### src/rtl/rs232_receiver_pkg.sv
// Shared types and default constants for the RS-232 receiver.
`timescale 1ns/1ps
package rs232_receiver_pkg;

   typedef enum logic [2:0] {
      IDLE,
      START,
      DATA,
      STOP,
      WAIT_IDLE
   } rx_state_t;

   localparam int DEF_CLK_FREQ_HZ = 100_000_000;
   localparam int DEF_BAUD_RATE   = 19200;

endpackage

### src/rtl/rs232_bit_timer.sv
// Free-running bit-period counter with half-bit and full-bit terminal counts.
`timescale 1ns/1ps
module rs232_bit_timer #(
   parameter int CLKS_PER_BIT = 5208
) (
   input  logic clk,
   input  logic rst,
   input  logic restart,
   output logic half_tc,
   output logic full_tc
);

   localparam int W = (CLKS_PER_BIT > 1) ? $clog2(CLKS_PER_BIT) : 1;
   localparam logic [W-1:0] FULL = W'(CLKS_PER_BIT - 1);
   localparam logic [W-1:0] HALF = W'(CLKS_PER_BIT / 2 - 1);

   logic [W-1:0] cnt;

   assign half_tc = (cnt == HALF);
   assign full_tc = (cnt == FULL);

   always_ff @(posedge clk or posedge rst) begin
      if (rst) begin
         cnt <= '0;
      end else if (restart || full_tc) begin
         cnt <= '0;
      end else begin
         cnt <= cnt + W'(1);
      end
   end

endmodule

### src/rtl/rs232_receiver.sv
// 8N1 serial receiver: rx synchronizer, framing FSM and output registers.
`timescale 1ns/1ps
module rs232_receiver
   import rs232_receiver_pkg::*;
#(
   parameter int CLK_FREQ_HZ  = DEF_CLK_FREQ_HZ,
   parameter int BAUD_RATE    = DEF_BAUD_RATE,
   parameter int CLKS_PER_BIT = CLK_FREQ_HZ / BAUD_RATE
) (
   input  logic       clk,
   input  logic       rst,
   input  logic       rx,
   output logic [7:0] data,
   output logic       data_ready,
   output logic       error
);

   rx_state_t  state, state_next;
   logic       rx_meta, rx_sync;
   logic [2:0] bit_cnt, bit_cnt_next;
   logic [7:0] shift, shift_next;
   logic [7:0] data_next;
   logic       ready_next, error_next;
   logic       restart, half_tc, full_tc;

   // Timer realigns on every state change so samples land mid-bit.
   assign restart = (state_next != state);

   rs232_bit_timer #(
      .CLKS_PER_BIT(CLKS_PER_BIT)
   ) u_timer (
      .clk    (clk),
      .rst    (rst),
      .restart(restart),
      .half_tc(half_tc),
      .full_tc(full_tc)
   );

   always_ff @(posedge clk or posedge rst) begin
      if (rst) begin
         rx_meta <= 1'b1;
         rx_sync <= 1'b1;
      end else begin
         rx_meta <= rx;
         rx_sync <= rx_meta;
      end
   end

   always_comb begin
      state_next   = state;
      bit_cnt_next = bit_cnt;
      shift_next   = shift;
      data_next    = data;
      ready_next   = 1'b0;
      error_next   = 1'b0;
      unique case (state)
         IDLE: begin
            if (!rx_sync) begin
               state_next   = START;
               bit_cnt_next = '0;
            end
         end
         START: begin
            if (half_tc) begin
               state_next = rx_sync ? IDLE : DATA;
            end
         end
         DATA: begin
            if (full_tc) begin
               shift_next[bit_cnt] = rx_sync;
               if (bit_cnt == 3'd7) begin
                  state_next = STOP;
               end else begin
                  bit_cnt_next = bit_cnt + 3'd1;
               end
            end
         end
         STOP: begin
            if (full_tc) begin
               if (rx_sync) begin
                  data_next  = shift;
                  ready_next = 1'b1;
                  state_next = IDLE;
               end else begin
                  error_next = 1'b1;
                  state_next = WAIT_IDLE;
               end
            end
         end
         WAIT_IDLE: begin
            if (rx_sync) begin
               state_next = IDLE;
            end
         end
         default: state_next = IDLE;
      endcase
   end

   always_ff @(posedge clk or posedge rst) begin
      if (rst) begin
         state      <= IDLE;
         bit_cnt    <= '0;
         shift      <= '0;
         data       <= '0;
         data_ready <= 1'b0;
         error      <= 1'b0;
      end else begin
         state      <= state_next;
         bit_cnt    <= bit_cnt_next;
         shift      <= shift_next;
         data       <= data_next;
         data_ready <= ready_next;
         error      <= error_next;
      end
   end

endmodule

### config.mk
export PLATFORM = sky130hd
export DESIGN_NAME = rs232_receiver
export DESIGN_NICKNAME = d
export VERILOG_FILES = /design/src/rtl/rs232_receiver_pkg.sv /design/src/rtl/rs232_bit_timer.sv /design/src/rtl/rs232_receiver.sv
export SDC_FILE = /design/constraint.sdc
export NUM_CORES = 1
export LEC_CHECK = 0
export CAP_MARGIN = 20
export CORE_UTILIZATION = 40
export DETAILED_ROUTE_END_ITERATION = 16
export DONT_BUFFER_PORTS = 1
export GPL_ROUTABILITY_DRIVEN = 0
export GPL_TIMING_DRIVEN = 0
export PLACE_DENSITY = 0.55
export REMOVE_ABC_BUFFERS = 1
export SLEW_MARGIN = 20
export SYNTH_ARGS = -nofsm -noshare
export SYNTH_HDL_FRONTEND = slang
export SYNTH_HIERARCHICAL = 1
export SYNTH_SLANG_ARGS = --single-unit
### constraint.sdc
create_clock -name clk -period 2.7 [get_ports clk]
set_input_delay 0.54 -clock clk [delete_from_list [all_inputs] [get_ports clk]]
set_output_delay 0.54 -clock clk [all_outputs]
set_load 0.01 [all_outputs]
# Yosys cells after proc, flatten, opt, wreduce, memory -nomap -nowiden
# Index checks and enable logic that the tools add are counted.
# totals
reg_bits,39
input_bits,3
output_inout_bits,10
elab_cells,54
# op_classes
n_addsub,2
n_lt_le_gt_ge,2
eq_ne,11
n_mux,23
n_reduce_logical,7
# ops
op,count
3-bit 2-to-1 mux,10
3-bit one-hot mux with 5 select lines,1
"13-bit by 1-bit adder with 13-bit output, second input constant",1
"13-bit by 12-bit equality test with 1-bit output, second input constant",1
"13-bit equality test, second input constant",1
13-bit 2-to-1 mux,1
8-bit bitwise mux,1
1-bit 2-to-1 mux,7
"3-bit by 2-bit equality test with 1-bit output, second input constant",2
"3-bit equality test, second input constant",2
3-bit one-hot mux with 2 select lines,1
"3-bit by 4-bit less-than comparator with 1-bit output, second input constant",1
"2-bit != test, second input constant",2
4-bit AND reduction,1
"3-bit by 1-bit adder with 3-bit output, second input constant",1
1-bit demux with 3-bit select,1
"3-bit by 1-bit equality test with 1-bit output, second input constant",1
"3-bit by 1-bit greater-or-equal comparator with 1-bit output, second input constant",1
3-bit logical NOT,1
3-bit != test,1
3-bit AND reduction,1
2-bit 2-to-1 mux,1
"2-bit by 1-bit != test with 1-bit output, second input constant",1
2-bit AND reduction,1
3 further kinds,3

# Depth between registers and ports, before layout
# Gate-level depths: netlist (run 1).
# depth
ltp_word,7
depth_mapped,11
mapped_depth_nobuf,10

# Cells and area by module
# Netlist (run 1), hierarchy kept.
# by_module_without_submodules
mod,instances,cells_each,area_each_um2,seq_area_each_um2
rs232_receiver,1,96,1224.9,653.1
rs232_bit_timer,1,73,728.2,325.3

# Least setup slack after synthesis (run 1)
# No wires, ideal clock.
# synth_path
path_type,flip-flop to flip-flop
start,register u_timer.cnt[9]
end,register u_timer.cnt[11]
setup_ns,0.130
arrival_time_ns,2.629
t_required_ns,2.570
slack_ns,-0.059
stages_incl_launch_ff,10
path_buffers,1
period_less_slack_ns,2.759
cell_sequence,dfrtp_1 or4_4 nor4_1 mux2_2 nor3b_1 o311ai_0 inv_1 o41ai_4 buf_6 a21oi_1
# synth_between
elab_chain_len,6
word_cells_on_any_way,10
cone_classes,1 x add/sub; 3 x eq/ne; 5 x mux; 1 x reduce/logical
# synth_lines
element,line,source
from (decl),rs232_bit_timer.sv:17,logic [W-1:0] cnt;
from (signal assigned),rs232_bit_timer.sv:28,cnt <= cnt + W'(1);
13-bit equality test (*),rs232_bit_timer.sv:20,assign full_tc = (cnt == FULL);
named net full_tc,rs232_receiver.sv:24,"logic restart, half_tc, full_tc;"
3-bit 2-to-1 mux (on tied branches),"rs232_receiver.sv:79, rs232_receiver.sv:69",
3-bit one-hot mux with 5 select lines (*),rs232_receiver.sv:56,unique case (state)
3-bit != test (*),rs232_receiver.sv:27,assign restart = (state_next != state);
named net restart,rs232_receiver.sv:24,
1-bit logical OR (*),rs232_bit_timer.sv:25,end else if (restart || full_tc) begin
13-bit 2-to-1 mux (*),rs232_bit_timer.sv:25,
# The timed path passes the listed nets; every way through them passes the cells marked *.
# A chain may end at the register's enable or synchronous reset.

# Worst setup path after layout (run 1)
# layout_path
start,register u_timer.cnt[9]
end,register data[1]
# layout_between
elab_chain_len,2
# layout_lines
element,line,source
13-bit equality test,rs232_bit_timer.sv:20,
named net full_tc,rs232_receiver.sv:24,
3-bit AND reduction (no source line),--,
to (signal assigned),rs232_receiver.sv:111,data <= data_next;
to (decl),rs232_receiver.sv:13,"output logic [7:0] data,"
# The timed path passes the listed nets, and every way through them passes these cells.

==> impl_metrics.yaml, run 1 <==
outcome:
  status: "completed"
sta:
  fin_crit_ns: 2.55
  totalNegativeSetupSlack_ns: 0
  holdWs_ns: 0.0857
  fmax_mhz: 392
  worst_slew_pin_slew_ns: 0.726
  hold_violations: 0
  relSlewSlack_pct: 51.4
  setup_violations: 0
  drv_slew: 0
  skew_ns: 0.00996
  rsz0062_at_grt: "no"
  period_share_pct: 94.4
cells_and_area:
  area_delta_synth_final_pct: 8.90
  layout.nets: 173
  antenna_cells: 0
  design_area_um2: 2130
  drive_gt1_share_pct: 24.4
  utilization_pct: 45.0
clock_network:
  clk_pin_slew_ns: 0.08
  root_buffer: "clkbuf_8"
  cts.path.max_buffers: 2
  cts_tree: "built"
  clock_sinks: 39
  clock_latency_ns: 0.29
  htree_levels: 2
  cts_hold_buffers: 0
  cts_made_buffers: 5
grt:
  grt_use_total_pct: 14.9
  grt_pass1_vias: 1193
  grt_max_degree: 27
  antenna_found_initial: 0
  overflow: 0
  grt_pass1_wl_mm: 5.90
yosys:
  ys_types: 44
  yosys.area.top_type: "dfrtp_1"
  synthTopCellsByCount: "dfrtp_1 (37), nor2_1 (12), a21oi_1 (9), mux2_2 (9)"
  synth-async-reset-ratio_pct: 100
  yosysMostFrequentCell: "dfrtp_1"
  synthTopCellsByArea: "dfrtp_1 (47%), mux2_4 (6.1%), mux2_2 (5.2%)"
  yosysSeqAreaShare_pct: 50.1
  synth_area_um2: 1950
  netlist_instances: 169
  ys_ff_latch: 39
  yosysTopAreaCellShare_pct: 47.4
  yosysWarnings: 6
  synth_edf_count: 0
  yosys_most_used_dff: "dfrtp_1"
  syn_avg_cell_area_um2: 11.6
setup_path:
  critPathLaunchType: "register"
  endpoint_kind: "register"
  reg2reg_slack_ns: 0.15
  cp_num_cells: 6
  arrival_ns: 2.72
  r2r-start: "u_timer/cnt[9]"
  r2r_end: "data[1]"
  critical_path_class: "register to register"
  worstRegToRegCells: 6
  crit_chain: "or4_4 > nor4_4 > buf_4 > nand4b_1 > or2_2 > mux2_4"
  cp_slowest_stage_delay_ns: 0.59
  cpMaxStageDelayCell: "or4_4"
  crit_family: "simple AND/OR/NAND/NOR gates"
  worst-path-max-fanout: 9
  crit_path_end: "data[1]"
  crit_start: "u_timer/cnt[9]"
  worstPathRequired_ns: 2.87
  crit_buf_inv: 1
detailed_routing:
  routed_wl_mm: 3.39
  dr.pass1.iters: 4
  drc_errors: 0
  drt_iter0_markers: 55
  ant_nets: 0
  num_vias: 1261
  wl_per_cell_um: 14.4
  viasPerCell: 5.37
placed_design:
  io_buffer_count: 0
  dp.final_hpwl_mm: 2.27
  postPlaceCellArea_um2: 1960
power:
  peakVddDrop_uv: 217
  powerDensity_nw_per_um2: 512
  p_total_mw: 1.09
  p_leak_nw: 0.979
die:
  fp-row-count: 25
  die_w_um: 71.9
  io_pins: 13
  die_h_um: 71.9
  start_util_pct: 41.4
  dieArea_um2: 5170
  core_um2: 4720
job:
  maxCapViolations: 0
worst_hold_path:
  min_path_type: "input pin to async pin"
==> repair_timing <==
item                       CTS  global route
setup endpoints to repair   30            12
pin swaps                    0             1
hold endpoints to repair     0             0
gates resized for setup      2             5
setup buffers                0             1
==> state kept, by name (all words and copies together), names as in the netlist <==
register / flops
u_timer/cnt: 13
data: 8
shift: 8
bit_cnt: 3
state: 3
data_ready: 1
error: 1
rx_meta: 1
rx_sync: 1
==> how the worst min path moves through the flow <==
stage                     startpoint         endpoint  slack, ns
after detailed placement     rx_meta          rx_sync       0.35
after global routing             rst          data[6]       0.11
final                            rst          data[6]       0.09
after global placement       rx_meta          rx_sync       0.35
after floorplan              rx_meta          rx_sync       0.35
after CTS                        rst  u_timer/cnt[10]       0.18
==> cell type report <==
cell class / instances / area (µm²)
clock inverters: 3 / 43.8
clock buffers: 5 / 68.8
flip-flops and latches: 39 / 978
well taps: 67 / 83.8
multi-input cells: 113 / 907
inverters: 6 / 22.5
fillers: 441 / 2600
repair buffers: 2 / 22.5
==> worst register-to-register path: cells and delay by family (launching register included) <==
family        cells  cell delay [ns]
flops             1             0.44
mux               1             0.34
simple gates      4             1.46
buf+inv           1             0.20
==> cells by family after synthesis <==
group | after synthesis | share of synthesized area, %
xor gates and xnor gates | 3 | 1.35
muxes | 17 | 11.3
DFF | 39 | 50.1
AOI/OAI and AO/OA | 29 | 10.5
adders and majority gates | 3 | 1.92
buffers and inverters | 17 | 4.93
and+or+nand+nor | 61 | 19.9
==> metal layers <==
layer	global-route usage, %	vias up	routed length [µm]
li1	-	624	-
met1	21.2	621	1780
met2	21.1	11	1490
met3	4.22	5	70
met4	6.54	0	51
met5	0	-	0
==> where the power goes <==
| part | switching (mW) | total, mW | internal (mW) |
|---|---|---|---|
| Sequential | 0.00332 | 0.590 | 0.586 |
| Clock | 0.210 | 0.485 | 0.275 |
| Combinational | 0.0121 | 0.0147 | 0.00265 |
==> cells in the final DEF (no fill, tap or decap), types with 3 or more instances in the layout <==
cell type and count:
o31ai_1 4, clkbuf_8 5, nand3_1 5, nand2_1 8
mux2_4 8, a21oi_1 9, inv_1 5, or4_1 4
a21o_1 3, o21ai_0 6, mux2_2 9, nand4_1 4
nand4b_1 4, nor2_1 12, dfrtp_1 37
==> per-stage QoR <==
| step | instances | worst slack [ns] |
|---|---|---|
| 2_1_floorplan | 158 | 0.00315 |
| 3_3_place_gp | 225 | -0.467 |
| 3_5_place_dp | 225 | -0.550 |
| 4_1_cts | 233 | 0.000758 |
| 5_1_grt | 235 | 0.0349 |
| 6_report | 235 | 0.151 |
Power figures use the tool's default switching activity.
==> run 2, diff against run 1 <==
--- a/config.mk
+++ b/config.mk
@@ -5,13 +5,14 @@
 export SDC_FILE = /design/constraint.sdc
 export NUM_CORES = 1
 export LEC_CHECK = 0
+export ABC_AREA = 1
 export CAP_MARGIN = 20
 export CORE_UTILIZATION = 40
 export DETAILED_ROUTE_END_ITERATION = 16
 export DONT_BUFFER_PORTS = 1
 export GPL_ROUTABILITY_DRIVEN = 0
 export GPL_TIMING_DRIVEN = 0
-export PLACE_DENSITY = 0.55
+export PLACE_DENSITY = 0.53
 export REMOVE_ABC_BUFFERS = 1
 export SLEW_MARGIN = 20
 export SYNTH_ARGS = -nofsm -noshare
==> constraint.sdc (replaced) <==
create_clock -name clk -period 2.6 [get_ports clk]
set_input_delay 0.52 -clock clk [delete_from_list [all_inputs] [get_ports clk]]
set_output_delay 0.52 -clock clk [all_outputs]
set_load 0.01 [all_outputs]
==> run 2 against run 1 <==
Net effect:
- routed wire length increased by 6.5%
- first-iteration DRC count increased by 13%
- cell area increased by 3.7%
- combinational power about the same
- clock power increased by 23%
- non-clock buffer count decreased by 2
- critical path type unchanged
- highest routed layer unchanged
==> impl_metrics.yaml, run 2 <==
outcome:
  status: "completed"
setup_path:
  crit_family: "simple AND/OR/NAND/NOR gates"
  r2r-start: "u_timer/cnt[0]"
  crit_top_cell: "nand2_1"
  crit_chain: "ha_1 > nand2_2 > nor2_2 > nand3_2 > inv_1 > inv_2 > nand2_1 > nor2_1 > nor2_1 > nand3_1 > nand2_1 > nand2_1 > inv_1 > nand2_4 > a21oi_1"
  cpMaxStageDelayCell: "dfrtp_1"
  reg2reg_slack_ns: 0.28
  crit_start: "u_timer/cnt[0]"
  critPathLaunchType: "register"
  endpoint_kind: "register"
  arrival_ns: 2.53
  cp_slowest_stage_delay_ns: 0.43
  crit_buf_inv: 3
  worst-path-max-fanout: 13
  worstPathRequired_ns: 2.81
  critical_path_class: "register to register"
grt:
  overflow: 0
  grt_use_total_pct: 15.7
  grt_pass1_vias: 1406
  antenna_found_initial: 0
  grt_max_degree: 27
  grt_pass1_wl_mm: 6.38
clock_network:
  cts.path.max_buffers: 2
  htree_levels: 2
  postCtsSetupBuffers: 0
  clock_sinks: 39
  root_buffer: "clkbuf_8"
  cts_hold_buffers: 0
  clock_latency_ns: 0.29
  cts_tree: "built"
  cts_made_buffers: 5
  cts_resized: 0
  clk_pin_slew_ns: 0.07
yosys:
  synthTopCellsByArea: "dfrtp_1 (46%), nand2_1 (15%), nor2_1 (4.7%)"
  synth_edf_count: 0
  syn_avg_cell_area_um2: 8.12
  yosysMostFrequentCell: "nand2_1"
  synth-async-reset-ratio_pct: 100
  ys_ff_latch: 39
  netlist_instances: 248
  yosysWarnings: 6
  yosys_most_used_dff: "dfrtp_1"
  synth_area_um2: 2010
  synthTopCellsByCount: "nand2_1 (82), dfrtp_1 (37), nor2_1 (25), inv_1 (22), nor2_2 (15)"
  synth_xor_area_share_pct: 3.05
  yosys.area_share.simple_pct: 35.5
  yosysTopAreaCellShare_pct: 46.0
  yosysSeqAreaShare_pct: 48.6
  yosys.area.top_type: "dfrtp_1"
  synth_top_family_by_area: "simple AND/OR/NAND/NOR gates"
  synth-adder-area-share_pct: 1.86
  synth_mux_area_share_pct: 0
  synth_compound_area_share_pct: 3.92
  ys_types: 25
cells_and_area:
  antenna_cells: 0
  final_common_cell: "nand2_1"
  drive_gt1_share_pct: 17.3
  top_regs: "u_timer/cnt (13), data (8), shift (8)"
  ff_latch_area_um2: 978
  fillCellCount: 483
  final-instance-count-excl-fill: 321
  area_delta_synth_final_pct: 9.57
  largest_reg_flops: 13
  top_register: "u_timer/cnt"
  multi_input_area_um2: 892
  layout.nets: 259
  utilization_pct: 46.1
  layout_common_cells: "nand2_1 (82), dfrtp_1 (37), nor2_1 (25), inv_1 (21), nor2_2 (15)"
job:
  maxCapViolations: 0
die:
  io_pins: 13
  core_um2: 4790
  fp-row-count: 25
  start_util_pct: 42.1
  dieArea_um2: 5320
  die_h_um: 72.9
  die_w_um: 72.9
detailed_routing:
  drc_errors: 0
  ant_nets: 0
  viasPerCell: 4.55
  drt_iter0_markers: 62
  dr.pass1.iters: 4
  num_vias: 1459
  wl_per_cell_um: 11.2
  routed_wl_mm: 3.61
sta:
  fmax_mhz: 431
  relSlewSlack_pct: 39.9
  hold_violations: 0
  rsz0062_at_grt: "no"
  skew_ns: 0.00901
  fin_crit_ns: 2.32
  totalNegativeSetupSlack_ns: 0
  setup_violations: 0
  worst_slew_pin_slew_ns: 0.896
  period_share_pct: 89.2
  holdWs_ns: 0.152
  drv_slew: 0
power:
  seqPwrFrac_pct: 50.0
  peakVddDrop_uv: 200
  comb_power_share_pct: 1.2
  p_int_uw: 993
  clockPowerShare_pct: 48.8
  power_switching_uw: 229
  p_leak_nw: 1.04
  powerDensity_nw_per_um2: 554
  sw_frac_of_total_pct: 18.7
placed_design:
  io_buffer_count: 0
  dp.final_hpwl_mm: 2.62
  numPlacedInstances: 313
worst_hold_path:
  min_path_type: "input pin to async pin"
## run 2: cell types whose count changed in the layout (fill, tap and decap cells not counted), moves of 8 or more
cell | before | now
o21ai_1 | 0 | 9
mux2_4 | 8 | 0
nor2_1 | 12 | 25
inv_1 | 5 | 21
nand2_1 | 8 | 82
mux2_2 | 9 | 0
nor2_2 | 0 | 15
## run 2: layout make-up
class	count	area share (%)
clock buffers	5	3.12
clock inverters	3	3.06
inverters	30	5.22
multi-input cells	177	40.4
flip-flops and latches	39	44.4
well taps	67	3.80
## run 2: per-layer routing
metal,up-vias,GRT usage (%),wire [µm]
met5,-,0,0
met4,0,5.23,55
met3,5,4.01,100
met2,17,24.3,1540
met1,652,21.5,1920
li1,785,-,-
## run 2: path summary, 6_finish.rpt
check                                       end  cells past startpoint
worst max-delay path            u_timer/cnt[11]                     15
worst min-delay path             u_timer/cnt[0]                      1
max in group asynchronous              shift[2]                      1
worst max register to register  u_timer/cnt[11]                     15
worst min register to register          rx_sync                      0
min in group clk                        rx_meta                      0
## run 2: cells by family after synthesis
| family | Yosys count |
|---|---|
| xor+xnor | 7 |
| simple gates | 152 |
| fa+ha+maj | 3 |
| compound gates | 15 |
| flops | 39 |
| buf+inv | 32 |
## run 2: power groups by stage
| stage | Combinational [mW] | Sequential (mW) | Clock [mW] |
|---|---|---|---|
| final | 0.0149 | 0.611 | 0.596 |
| after CTS | 0.0162 | 0.611 | 0.615 |
| after global routing | 0.0182 | 0.611 | 0.637 |
| after floorplan | 0.0115 | 0.622 | 0 |
| after global placement | 0.0167 | 0.623 | 0 |
| after detailed placement | 0.0161 | 0.623 | 0 |
## run 2: stage by stage
step / total power [mW] / setup slack [ns] / area, µm²
floorplan: 0.634 / 0.620 / 1990
global placement: 0.639 / 0.289 / 2070
detailed placement: 0.639 / 0.273 / 2070
CTS: 1.24 / 0.251 / 2210
global route: 1.27 / 0.0148 / 2210
finish: 1.22 / 0.281 / 2210
==> run 3, diff against run 2 <==
==> constraint.sdc (replaced) <==
create_clock -name clk -period 2.6 [get_ports clk]
set_input_delay 0.26 -clock clk [delete_from_list [all_inputs] [get_ports clk]]
set_output_delay 0.26 -clock clk [all_outputs]
set_load 0.01 [all_outputs]
==> run 3 against run 2 <==
Net effect:
- non-clock buffer count up 3
- power grew 0.20%
- global-route usage stayed put
- clock skew about the same
- sequential share of layout area decreased by 0.60 points
- sequential power barely moved
- hold slack improved by 0.21 ns
- via count rose by 0.82%
- critical path depth stayed put
- clock-buffer cell count did not move
- cell count grew 0.93%
- critical path type unchanged
- critical endpoint unchanged
- largest cell class unchanged
- highest routed layer unchanged
==> impl_metrics.yaml, run 3 (synthesis results as in run 2) <==
outcome:
  status: "completed"
sta:
  totalNegativeSetupSlack_ns: 0
  worst_slew_pin_slew_ns: 0.900
  setup_violations: 0
  hold_violations: 0
  skew_ns: 0.00901
  rsz0062_at_grt: "no"
  fin_crit_ns: 2.32
  period_share_pct: 89.4
  relSlewSlack_pct: 39.6
  drv_slew: 0
  fmax_mhz: 430
power:
  seqPwrFrac_pct: 49.9
  peakVddDrop_uv: 200
  sw_frac_of_total_pct: 18.7
  clockPowerShare_pct: 48.6
  p_leak_nw: 1.05
  powerDensity_nw_per_um2: 547
  comb_power_share_pct: 1.5
  p_int_uw: 996
  power_switching_uw: 228
die:
  start_util_pct: 42.1
  dieArea_um2: 5320
  core_um2: 4790
  io_pins: 13
  die_w_um: 72.9
  die_h_um: 72.9
  fp-row-count: 25
cells_and_area:
  area_delta_synth_final_pct: 11.1
  utilization_pct: 46.7
  antenna_cells: 0
  layout.nets: 262
  top_regs: "u_timer/cnt (13), data (8), shift (8)"
  drive_gt1_share_pct: 17.1
  largest_reg_flops: 13
  top_register: "u_timer/cnt"
  final_common_cell: "nand2_1"
  layout_common_cells: "nand2_1 (82), dfrtp_1 (37), nor2_1 (25), inv_1 (21), nor2_2 (15)"
grt:
  grt_pass1_wl_mm: 6.38
  grt_max_degree: 27
  grt_use_total_pct: 15.7
  antenna_found_initial: 0
  overflow: 0
  grt_pass1_vias: 1406
setup_path:
  crit_top_cell: "nand2_1"
  cpMaxStageDelayCell: "dfrtp_1"
  crit_buf_inv: 3
  cp_slowest_stage_delay_ns: 0.43
  reg2reg_slack_ns: 0.28
  crit_chain: "ha_1 > nand2_2 > nor2_2 > nand3_2 > inv_1 > inv_2 > nand2_1 > nor2_1 > nor2_1 > nand3_1 > nand2_1 > nand2_1 > inv_1 > nand2_4 > a21oi_1"
  worst-path-max-fanout: 13
  crit_family: "simple AND/OR/NAND/NOR gates"
  critPathLaunchType: "register"
  arrival_ns: 2.53
  critical_path_class: "register to register"
  endpoint_kind: "register"
  worstPathRequired_ns: 2.81
detailed_routing:
  drt_iter0_markers: 60
  viasPerCell: 4.54
  num_vias: 1471
  drc_errors: 0
  ant_nets: 0
  routed_wl_mm: 3.66
  wl_per_cell_um: 11.3
  dr.pass1.iters: 4
clock_network:
  cts.path.max_buffers: 2
  clock_latency_ns: 0.29
  clock_sinks: 39
  clk_pin_slew_ns: 0.08
  root_buffer: "clkbuf_8"
  cts_tree: "built"
  htree_levels: 2
  cts_made_buffers: 5
job:
  maxCapViolations: 0
placed_design:
  dp.final_hpwl_mm: 2.62
  io_buffer_count: 0
worst_hold_path:
  min_path_type: "register to register"
-- run 3: changes by cell type in the layout (fill, tap and decap cells not counted), sizes merged --
cell and change:
dlygate4sd3 +3
-- run 3: what timing repair did --
item                       in CTS  in global routing
setup endpoints to repair       0                  0
hold buffers                    2                  1
resized for setup               0                  0
setup buffers                   0                  0
hold endpoints to repair       14                 20
-- run 3: final cells by class --
class,instances,area (µm²)
inverters,30,115
repair buffers,3,30.0
fillers,481,2550
clock buffers,5,68.8
multi-input cells,177,892
flip-flops and latches,39,978
well taps,67,83.8
clock inverters,3,67.6
-- run 3: power by group through the flow --
| stage | clock network (mW) | logic (mW) | registers [mW] |
|---|---|---|---|
| final | 0.595 | 0.0185 | 0.611 |
| after global routing | 0.637 | 0.0221 | 0.611 |
| after CTS | 0.615 | 0.0185 | 0.611 |
| after detailed placement | 0 | 0.0161 | 0.623 |
| after global placement | 0 | 0.0167 | 0.623 |
| after floorplan | 0 | 0.0115 | 0.622 |
-- run 3: worst reg2reg max path, stage by stage (launching register included) --
cell and delay, ns:
dfrtp_1 0.43, ha_1 0.29, nand2_2 0.10, nor2_2 0.12, nand3_2 0.11, inv_1 0.23
inv_2 0.12, nand2_1 0.07, nor2_1 0.06, nor2_1 0.13, nand3_1 0.09, nand2_1 0.06
nand2_1 0.04, inv_1 0.08, nand2_4 0.15, a21oi_1 0.17
-- run 3: metrics by stage --
stage	area, µm²	hold WS [ns]	total power, mW	setup slack [ns]	instances
2_1_floorplan	1990	0.137	0.634	0.620	246
3_3_place_gp	2070	0.225	0.639	0.289	313
3_5_place_dp	2070	0.211	0.639	0.273	313
4_1_cts	2230	0.110	1.24	0.251	323
5_1_grt	2240	0.367	1.27	0.0148	324
6_report	2240	0.359	1.22	0.276	324
-- run 3: layer usage --
metal	wire [µm]	vias up	track usage, %
li1	-	791	-
met1	1940	653	21.5
met2	1550	22	24.3
met3	125	5	4.01
met4	55	0	5.23
met5	0	-	0
-- run 3: worst paths after layout --
check                               start               to  depth (start not counted)
hold reg to reg                   rx_meta          rx_sync                          0
setup / recovery           u_timer/cnt[0]  u_timer/cnt[11]                         15
hold / removal                    rx_meta          rx_sync                          0
min in group asynchronous             rst   u_timer/cnt[0]                          2
max in group asynchronous             rst         shift[2]                          2
setup reg to reg           u_timer/cnt[0]  u_timer/cnt[11]                         15
